--- config.mk ---
export PLATFORM = sky130hd
export DESIGN_NAME = seq_decoder
export DESIGN_NICKNAME = d
export VERILOG_FILES = /design/src/rtl/seq_decoder.sv
export SDC_FILE = /design/constraint.sdc
export NUM_CORES = 1
export LEC_CHECK = 0
export ABC_AREA = 1
export CAP_MARGIN = 10
export CELL_PAD_IN_SITES_DETAIL_PLACEMENT = 0
export CELL_PAD_IN_SITES_GLOBAL_PLACEMENT = 1
export CORE_MARGIN = 1
export CORE_UTILIZATION = 36
export CTS_CLUSTER_DIAMETER = 200
export DETAILED_ROUTE_END_ITERATION = 16
export GPL_ROUTABILITY_DRIVEN = 0
export MAX_ROUTING_LAYER = met4
export PLACE_DENSITY_LB_ADDON = 0.3
export SLEW_MARGIN = 20
export SYNTH_ARGS = -nofsm -noshare
export SYNTH_HDL_FRONTEND = slang
export SYNTH_SLANG_ARGS = --single-unit
--- constraint.sdc ---
create_clock -name clk -period 1.5 [get_ports clk]
set_input_delay 0.3 -clock clk [delete_from_list [all_inputs] [get_ports clk]]
set_output_delay 0.3 -clock clk [all_outputs]
set_load 0.005 [all_outputs]
--- src/rtl/seq_decoder.sv ---
// Purpose: decodes a select index into a one-hot, thermometer or timed scanning output pattern.
// Latency: out, out_valid and scan_done update 1 cycle after the accepting edge; rst clears them immediately.
// Backpressure: in_ready drops for the whole scan; in_valid seen while in_ready is low is dropped, never queued.
module seq_decoder #(
    parameter int SEL_W     = 3,
    parameter int SCAN_HOLD = 1
) (
    input  logic                  clk,
    input  logic                  rst,
    input  logic                  clr,
    input  logic                  in_valid,
    output logic                  in_ready,
    input  logic [SEL_W-1:0]      sel,
    input  logic [1:0]            mode,
    output logic [2**SEL_W-1:0]   out,
    output logic                  out_valid,
    output logic                  scan_done
);

    localparam int         OUT_W     = 2**SEL_W;
    localparam logic [7:0] HOLD_LAST = 8'(SCAN_HOLD - 1);

    typedef enum logic [1:0] {
        IDLE = 2'd0,
        HOLD = 2'd1,
        SCAN = 2'd2
    } state_t;

    state_t             state_q, state_d;
    logic [OUT_W-1:0]   out_q, out_d;
    logic [SEL_W-1:0]   idx_q, idx_d;
    logic [7:0]         cnt_q, cnt_d;
    logic               done_q, done_d;

    logic [OUT_W-1:0]   onehot_pat;
    logic [OUT_W-1:0]   therm_pat;

    // Candidate patterns for the incoming select index.
    always_comb begin
        onehot_pat      = '0;
        onehot_pat[sel] = 1'b1;
        therm_pat       = '0;
        for (int k = 0; k < OUT_W; k++) begin
            therm_pat[k] = (k <= int'(sel));
        end
    end

    // Next-state logic: clr wins over everything, then command accept or scan advance.
    always_comb begin
        state_d = state_q;
        out_d   = out_q;
        idx_d   = idx_q;
        cnt_d   = cnt_q;
        done_d  = 1'b0;

        if (clr) begin
            state_d = IDLE;
            out_d   = '0;
            idx_d   = '0;
            cnt_d   = '0;
        end else begin
            case (state_q)
                IDLE, HOLD: begin
                    if (in_valid) begin
                        idx_d = sel;
                        cnt_d = '0;
                        if (mode == 2'b10) begin
                            state_d = SCAN;
                            out_d   = onehot_pat;
                        end else if (mode == 2'b01) begin
                            state_d = HOLD;
                            out_d   = therm_pat;
                        end else begin
                            // 00 and the reserved 11 both decode as one-hot.
                            state_d = HOLD;
                            out_d   = onehot_pat;
                        end
                    end
                end
                SCAN: begin
                    if (cnt_q == HOLD_LAST) begin
                        cnt_d = '0;
                        if (idx_q == {SEL_W{1'b1}}) begin
                            // Last index has been held long enough: end without wrapping.
                            state_d = IDLE;
                            out_d   = '0;
                            idx_d   = '0;
                            done_d  = 1'b1;
                        end else begin
                            idx_d = idx_q + 1'b1;
                            out_d = out_q << 1;
                        end
                    end else begin
                        cnt_d = cnt_q + 8'd1;
                    end
                end
                default: begin
                    state_d = IDLE;
                    out_d   = '0;
                    idx_d   = '0;
                    cnt_d   = '0;
                end
            endcase
        end
    end

    // State and pattern registers, cleared asynchronously by rst.
    always_ff @(posedge clk or posedge rst) begin
        if (rst) begin
            state_q <= IDLE;
            out_q   <= '0;
            idx_q   <= '0;
            cnt_q   <= '0;
            done_q  <= 1'b0;
        end else begin
            state_q <= state_d;
            out_q   <= out_d;
            idx_q   <= idx_d;
            cnt_q   <= cnt_d;
            done_q  <= done_d;
        end
    end

    assign in_ready  = (state_q != SCAN);
    assign out_valid = (state_q != IDLE);
    assign out       = out_q;
    assign scan_done = done_q;

endmodule

==> metrics.yaml, run 1 <==
power.total_uw: 1618
netlist_instances: 195
cts.reportedPaths.clkPinSlew_ns: 0.09
relSlewSlack: 0.8101
cp_data_required_time_ns: 1.20
crit_type: "flop to primary output"
antenna_cells: 0
rsz0062_at_grt: "true"
routed_wirelength_um: 3478
synth_nets: 208
portBuffers: 19
grt_pass1_wl_um: 5899
ys_types: 22
path_depth: 1
reg2reg_from: "cnt_q[1]$_DFFE_PP0P_"
reg2reg_to: "idx_q[2]$_DFFE_PP0P_"
worstMarginPinSlew_ns: 0.2838
final_area_um2: 1924
skew_ns: 0.004790
path_delay_family: "buffers and inverters"
synth_top_flop_cell: "dfrtp_1"
hold_viol_final: 0
r2r_cells: 10
setup_violations: 0
initial_core_util: 0.3769
root_buffer: "clkbuf_8"
ant_nets: 0
grt_max_degree: 23
vias_per_cell: 4.733
antenna_found_initial: 0
place_area_um2: 1703
htree_levels: 1
firstDrtPassIters: 4
ctsHoldBuffers: 0
cts_sinks: 22
critPathMaxFanout: 3
r2r_setup_slack_ns: 0.08
status: "complete, no violations"
dp_slack_ns: -0.1125
cp-end-kind: "primary output"
powerDensity_nw_per_um2: 841.0
route.detailed.drc: 0
start_kind: "flop"
avgSynthCellArea_um2: 7.129
gr-usage-all-layers: 0.1856
finalMaxSlewViolations: 0
drv_cap: 0
clk_path_buf_depth: 2
fp-row-count: 22
yosys_warnings: 0
fin_crit_sh: 0.9591
die_w_um: 64.14
fmax_mhz: 695.1
core_um2: 3689
drive_gt1_frac: 0.2292
clock_latency_ns: 0.26
path_buf_inv: 1
drtIter0Drc: 124
vias: 1363
dpl.hpwl_um: 2623
cts_buffers: 3
synth-seq-area-share: 0.3960
area_growth_pct: 38.43
crit_path_max_incr_delay_ns: 0.51
hp-class: "input pin to asynchronous set/reset pin"
overflow: 0
async_reset_ff_frac: 1.000
ios: 20
slowest_stage: "clkdlybuf4s50_1"
grt_pass1_vias: 1368
p_leak_uw: 0.001041
die_y_um: 64.14
synth_edf_count: 0
synth_area_um2: 1390
period_minus_slack_ns: 1.439
routedWlPerCell_um: 12.08
path_cells: "clkdlybuf4s50_1"
setup_ws_ns: 0.06132
critical_path_arrival_ns: 1.14
ir_worst_vdd_mv: 0.3691
cts_tree: "yes"
ys_seq_elements: 22
final_nets: 254
die_area_um2: 4114
where the power goes:
group	switching [uW]	internal, uW
logic	203	199
clock network	203	356
registers	29.0	629
total	434	1180
cell usage after synthesis, types with 4 or more instances:
master,count,share of area
nand4_1,4,0.018
nand2_4,4,0.032
nand3_1,12,0.043
a21oi_1,4,0.014
dfrtp_1,22,0.40
o21ai_1,7,0.025
ha_1,4,0.036
o21ai_0,7,0.025
nor2_1,22,0.059
buf_6,4,0.032
inv_1,19,0.051
nand2_1,71,0.19
area by class of cell:
class / instances / area [um^2]
inverters: 22 / 86.33
well taps: 48 / 60.06
flip-flops and latches: 22 / 550.5
clock buffers: 3 / 41.29
clock inverters: 1 / 30.03
multi-input cells: 145 / 738.2
fillers: 379 / 1764
repair buffers: 47 / 417.9
cells by family (layout without fill, tap and decap cells):
logic type,count (synthesis),after routing,synth area share
AOI/OAI and AO/OA,20,20,0.07561
xor gates and xnor gates,1,1,0.006302
adders and majority gates,4,4,0.03601
buffers and inverters,28,73,0.1008
DFF,22,22,0.3960
and+or+nand+nor,120,120,0.3852
how the worst max path moves through the flow:
stage / start / end / slack (ns)
4_1_cts: cnt_q[1]$_DFFE_PP0P_ / out[3]$_DFFE_PP0P_ / 0.005
5_1_grt: state_q[1]$_DFFE_PP0P_ / out[6]$_DFFE_PP0P_ / -0.04
6_report: out[0]$_DFFE_PP0P_ / out[0] / 0.06
2_1_floorplan: cnt_q[0]$_DFFE_PP0P_ / out[3]$_DFFE_PP0P_ / 0.18
3_5_place_dp: clr / out[3]$_DFFE_PP0P_ / -0.11
3_3_place_gp: clr / idx_q[2]$_DFFE_PP0P_ / -0.06
layout by cell type, fill, tap and decap left out, drive strengths merged:
master / n
a21oi: 4
a22oi: 1
buf: 28
bufinv: 1
clkbuf: 3
clkdlybuf4s50: 12
clkinvlp: 1
dfrtp: 22
dlygate4sd2: 2
dlymetal6s2s: 5
ha: 4
inv: 21
nand2: 76
nand3: 12
nand4: 4
nor2: 26
nor3: 2
o21ai: 14
o21bai: 1
xor2: 1
flip-flops by register name, summed over array words and instances (netlist names):
name,count
state_q,2
out,8
cnt_q,8
idx_q,3
scan_done,1
per-stage QoR:
stage	cells	utilization	hold WS [ns]	setup TNS, ns
2_1_floorplan	195	-	0.2892	0
3_3_place_gp	272	0.4617	0.4761	-0.7084
3_5_place_dp	272	0.4617	0.4828	-1.455
4_1_cts	278	0.4844	0.3761	0
5_1_grt	288	0.5217	0.4249	-0.07992
6_report	288	0.5217	0.3638	0
timing repair:
action	4_1_cts	5_1_grt
buffers inserted	2	10
gates resized for setup	3	20
endpoints found under the setup margin	2	23
pin swaps	1	4
tightest hold or removal path: stages:
cell	delay [ns]
clkdlybuf4s50_1	0.39
inv_1	0.05
buf_4	0.28
layer usage:
layer  global-route usage  part of all wire  wire, um  vias to the layer above
met5                    -                 0         0                        -
met4              0.04444             0.014        47                        0
met3              0.02679             0.035       121                        6
met2               0.3112              0.47      1652                       29
met1               0.2361              0.48      1656                      629
li1                     -                 -         -                      699
No activity file was read; power rests on OpenSTA's default activity.
==> run 2: changes to the inputs <==
--- a/config.mk
+++ b/config.mk
@@ -16,6 +16,7 @@
 export GPL_ROUTABILITY_DRIVEN = 0
 export MAX_ROUTING_LAYER = met4
 export PLACE_DENSITY_LB_ADDON = 0.3
+export RECOVER_POWER = 50
 export SLEW_MARGIN = 20
 export SYNTH_ARGS = -nofsm -noshare
 export SYNTH_HDL_FRONTEND = slang
==> run 2 against run 1 <==
Effect of this change:
- count of clock-buffer cells in the layout unchanged
- worst hold slack improved by 0.15 ns
- global-route usage stayed put
- fmax about the same
- critical path depth did not move
- wire length rose by 0.17%
- register-to-register slack hardly changed
- largest cell class unchanged
- utilization decreased by 0.27 points
- clock power barely moved
- via count up 0.95%
- flip-flop and latch count did not move
- largest power group unchanged
- sequential power is essentially flat
==> metrics.yaml, run 2 (synthesis gave the netlist of run 1 again) <==
grt_pass1_wl_um: 5899
antenna_found_initial: 0
drv_cap: 0
grt_max_degree: 23
cts.reportedPaths.clkPinSlew_ns: 0.09
cts_sinks: 22
p_int_uw: 1183
cp-end-kind: "primary output"
path_delay_family: "buffers and inverters"
firstDrtPassIters: 4
core_um2: 3689
p_leak_uw: 0.0009912
vias: 1376
drive_gt1_frac: 0.2292
path_cells: "clkdlybuf4s50_1"
cp_data_required_time_ns: 1.20
die_w_um: 64.14
startpoint: "out[0]$_DFFE_PP0P_"
fmax_mhz: 695.1
r2r_cells: 10
setup_violations: 0
critical_path_arrival_ns: 1.14
drtIter0Drc: 112
cts_tree: "yes"
slowest_stage: "clkdlybuf4s50_1"
hold_slack_ns: 0.5102
place_inst: 272
rsz0062_at_grt: "true"
path_depth: 1
hp-class: "flop to flop"
clock_latency_ns: 0.26
die_y_um: 64.14
htree_levels: 1
finalMaxSlewViolations: 0
critPathMaxFanout: 3
path_buf_inv: 1
routed_wirelength_um: 3484
reg2reg_to: "idx_q[2]$_DFFE_PP0P_"
clk_path_buf_depth: 2
final_nets: 254
layout_common_cells: "nand2_1, buf_4, dfrtp_1"
crit_end: "out[0]"
fin_crit_sh: 0.9591
fp-row-count: 22
setup_ws_ns: 0.06134
crit_path_max_incr_delay_ns: 0.51
r2r_setup_slack_ns: 0.08
start_kind: "flop"
ir_worst_vdd_mv: 0.3695
final_area_um2: 1914
fill_cells: 381
powerDensity_nw_per_um2: 845.2
die_area_um2: 4114
crit_type: "flop to primary output"
period_minus_slack_ns: 1.439
mostFrequentLayoutCell: "nand2_1"
seq_power_share: 0.407
ant_nets: 0
routedWlPerCell_um: 12.10
antenna_cells: 0
power_frac_clock: 0.346
grt_pass1_vias: 1368
area_growth_pct: 37.71
cts_buffers: 3
dpl.hpwl_um: 2623
ios: 20
p_switching_uw: 435.6
reg2reg_from: "cnt_q[1]$_DFFE_PP0P_"
comb_power_share: 0.248
root_buffer: "clkbuf_8"
status: "complete, no violations"
portBuffers: 19
route.detailed.drc: 0
hold_viol_final: 0
place_area_um2: 1703
relSlewSlack: 0.6139
switching_share: 0.2692
dp_slack_ns: -0.1125
finalNonFillerCells: 288
power.total_uw: 1618
initial_core_util: 0.3769
skew_ns: 0.004976
worstMarginPinSlew_ns: 0.5791
vias_per_cell: 4.778
gr-usage-all-layers: 0.1856
overflow: 0
[run 2: how the worst min path moves through the flow]
stage | end | from | cells after the start | slack, ns
after floorplan | cnt_q[0]$_DFFE_PP0P_ | rst | 1 | 0.29
after global placement | idx_q[1]$_DFFE_PP0P_ | idx_q[1]$_DFFE_PP0P_ | 2 | 0.48
after detailed placement | idx_q[1]$_DFFE_PP0P_ | idx_q[1]$_DFFE_PP0P_ | 2 | 0.48
after CTS | out[5]$_DFFE_PP0P_ | rst | 3 | 0.38
after global routing | idx_q[1]$_DFFE_PP0P_ | idx_q[1]$_DFFE_PP0P_ | 2 | 0.53
final | idx_q[1]$_DFFE_PP0P_ | idx_q[1]$_DFFE_PP0P_ | 2 | 0.51
[run 2: layer usage]
| metal | vias to the layer above | GRT usage | part of all wire |
|---|---|---|---|
| li1 | 699 | - | - |
| met1 | 639 | 0.2361 | 0.48 |
| met2 | 32 | 0.3112 | 0.47 |
| met3 | 6 | 0.02679 | 0.038 |
| met4 | 0 | 0.04444 | 0.013 |
| met5 | - | - | 0 |
[run 2: layout make-up]
class	instances	area [um^2]	share of cell area
clock buffer	3	41.29	0.02157
clock inverter	1	30.03	0.01569
inverter	22	86.33	0.04510
multi-input combinational	145	738.2	0.3856
sequential	22	550.5	0.2876
tap	48	60.06	0.03137
timing repair buffer	47	407.9	0.2131
[run 2: repair_timing]
item                                    in CTS  in global routing
endpoints found under the setup margin       2                 23
gates resized for setup                      3                 20
pin swaps                                    1                  4
hold buffers                                 0                  0
setup buffers                                2                 10
[run 2: metrics by stage]
step,utilization,TNS (ns)
2_1_floorplan,-,0
3_3_place_gp,0.4617,-0.7084
3_5_place_dp,0.4617,-1.455
4_1_cts,0.4844,0
5_1_grt,0.5190,-0.07992
6_report,0.5190,0
[run 2: power groups by stage]
stage                     Sequential, uW  Clock [uW]  Combinational [uW]
after CTS                            659         570                 339
after detailed placement             670           0                 334
after floorplan                      662           0                 192
final                                658         559                 401
after global routing                 662         596                 451
after global placement               668           0                 329
==> run 3: changes to the inputs <==
--- a/config.mk
+++ b/config.mk
@@ -17,7 +17,7 @@
 export MAX_ROUTING_LAYER = met4
 export PLACE_DENSITY_LB_ADDON = 0.3
 export RECOVER_POWER = 50
-export SLEW_MARGIN = 20
+export SLEW_MARGIN = 40
 export SYNTH_ARGS = -nofsm -noshare
 export SYNTH_HDL_FRONTEND = slang
 export SYNTH_SLANG_ARGS = --single-unit
==> results of run 3 <==
Same layout as run 2: the final DEF is identical, and so are final timing and power.
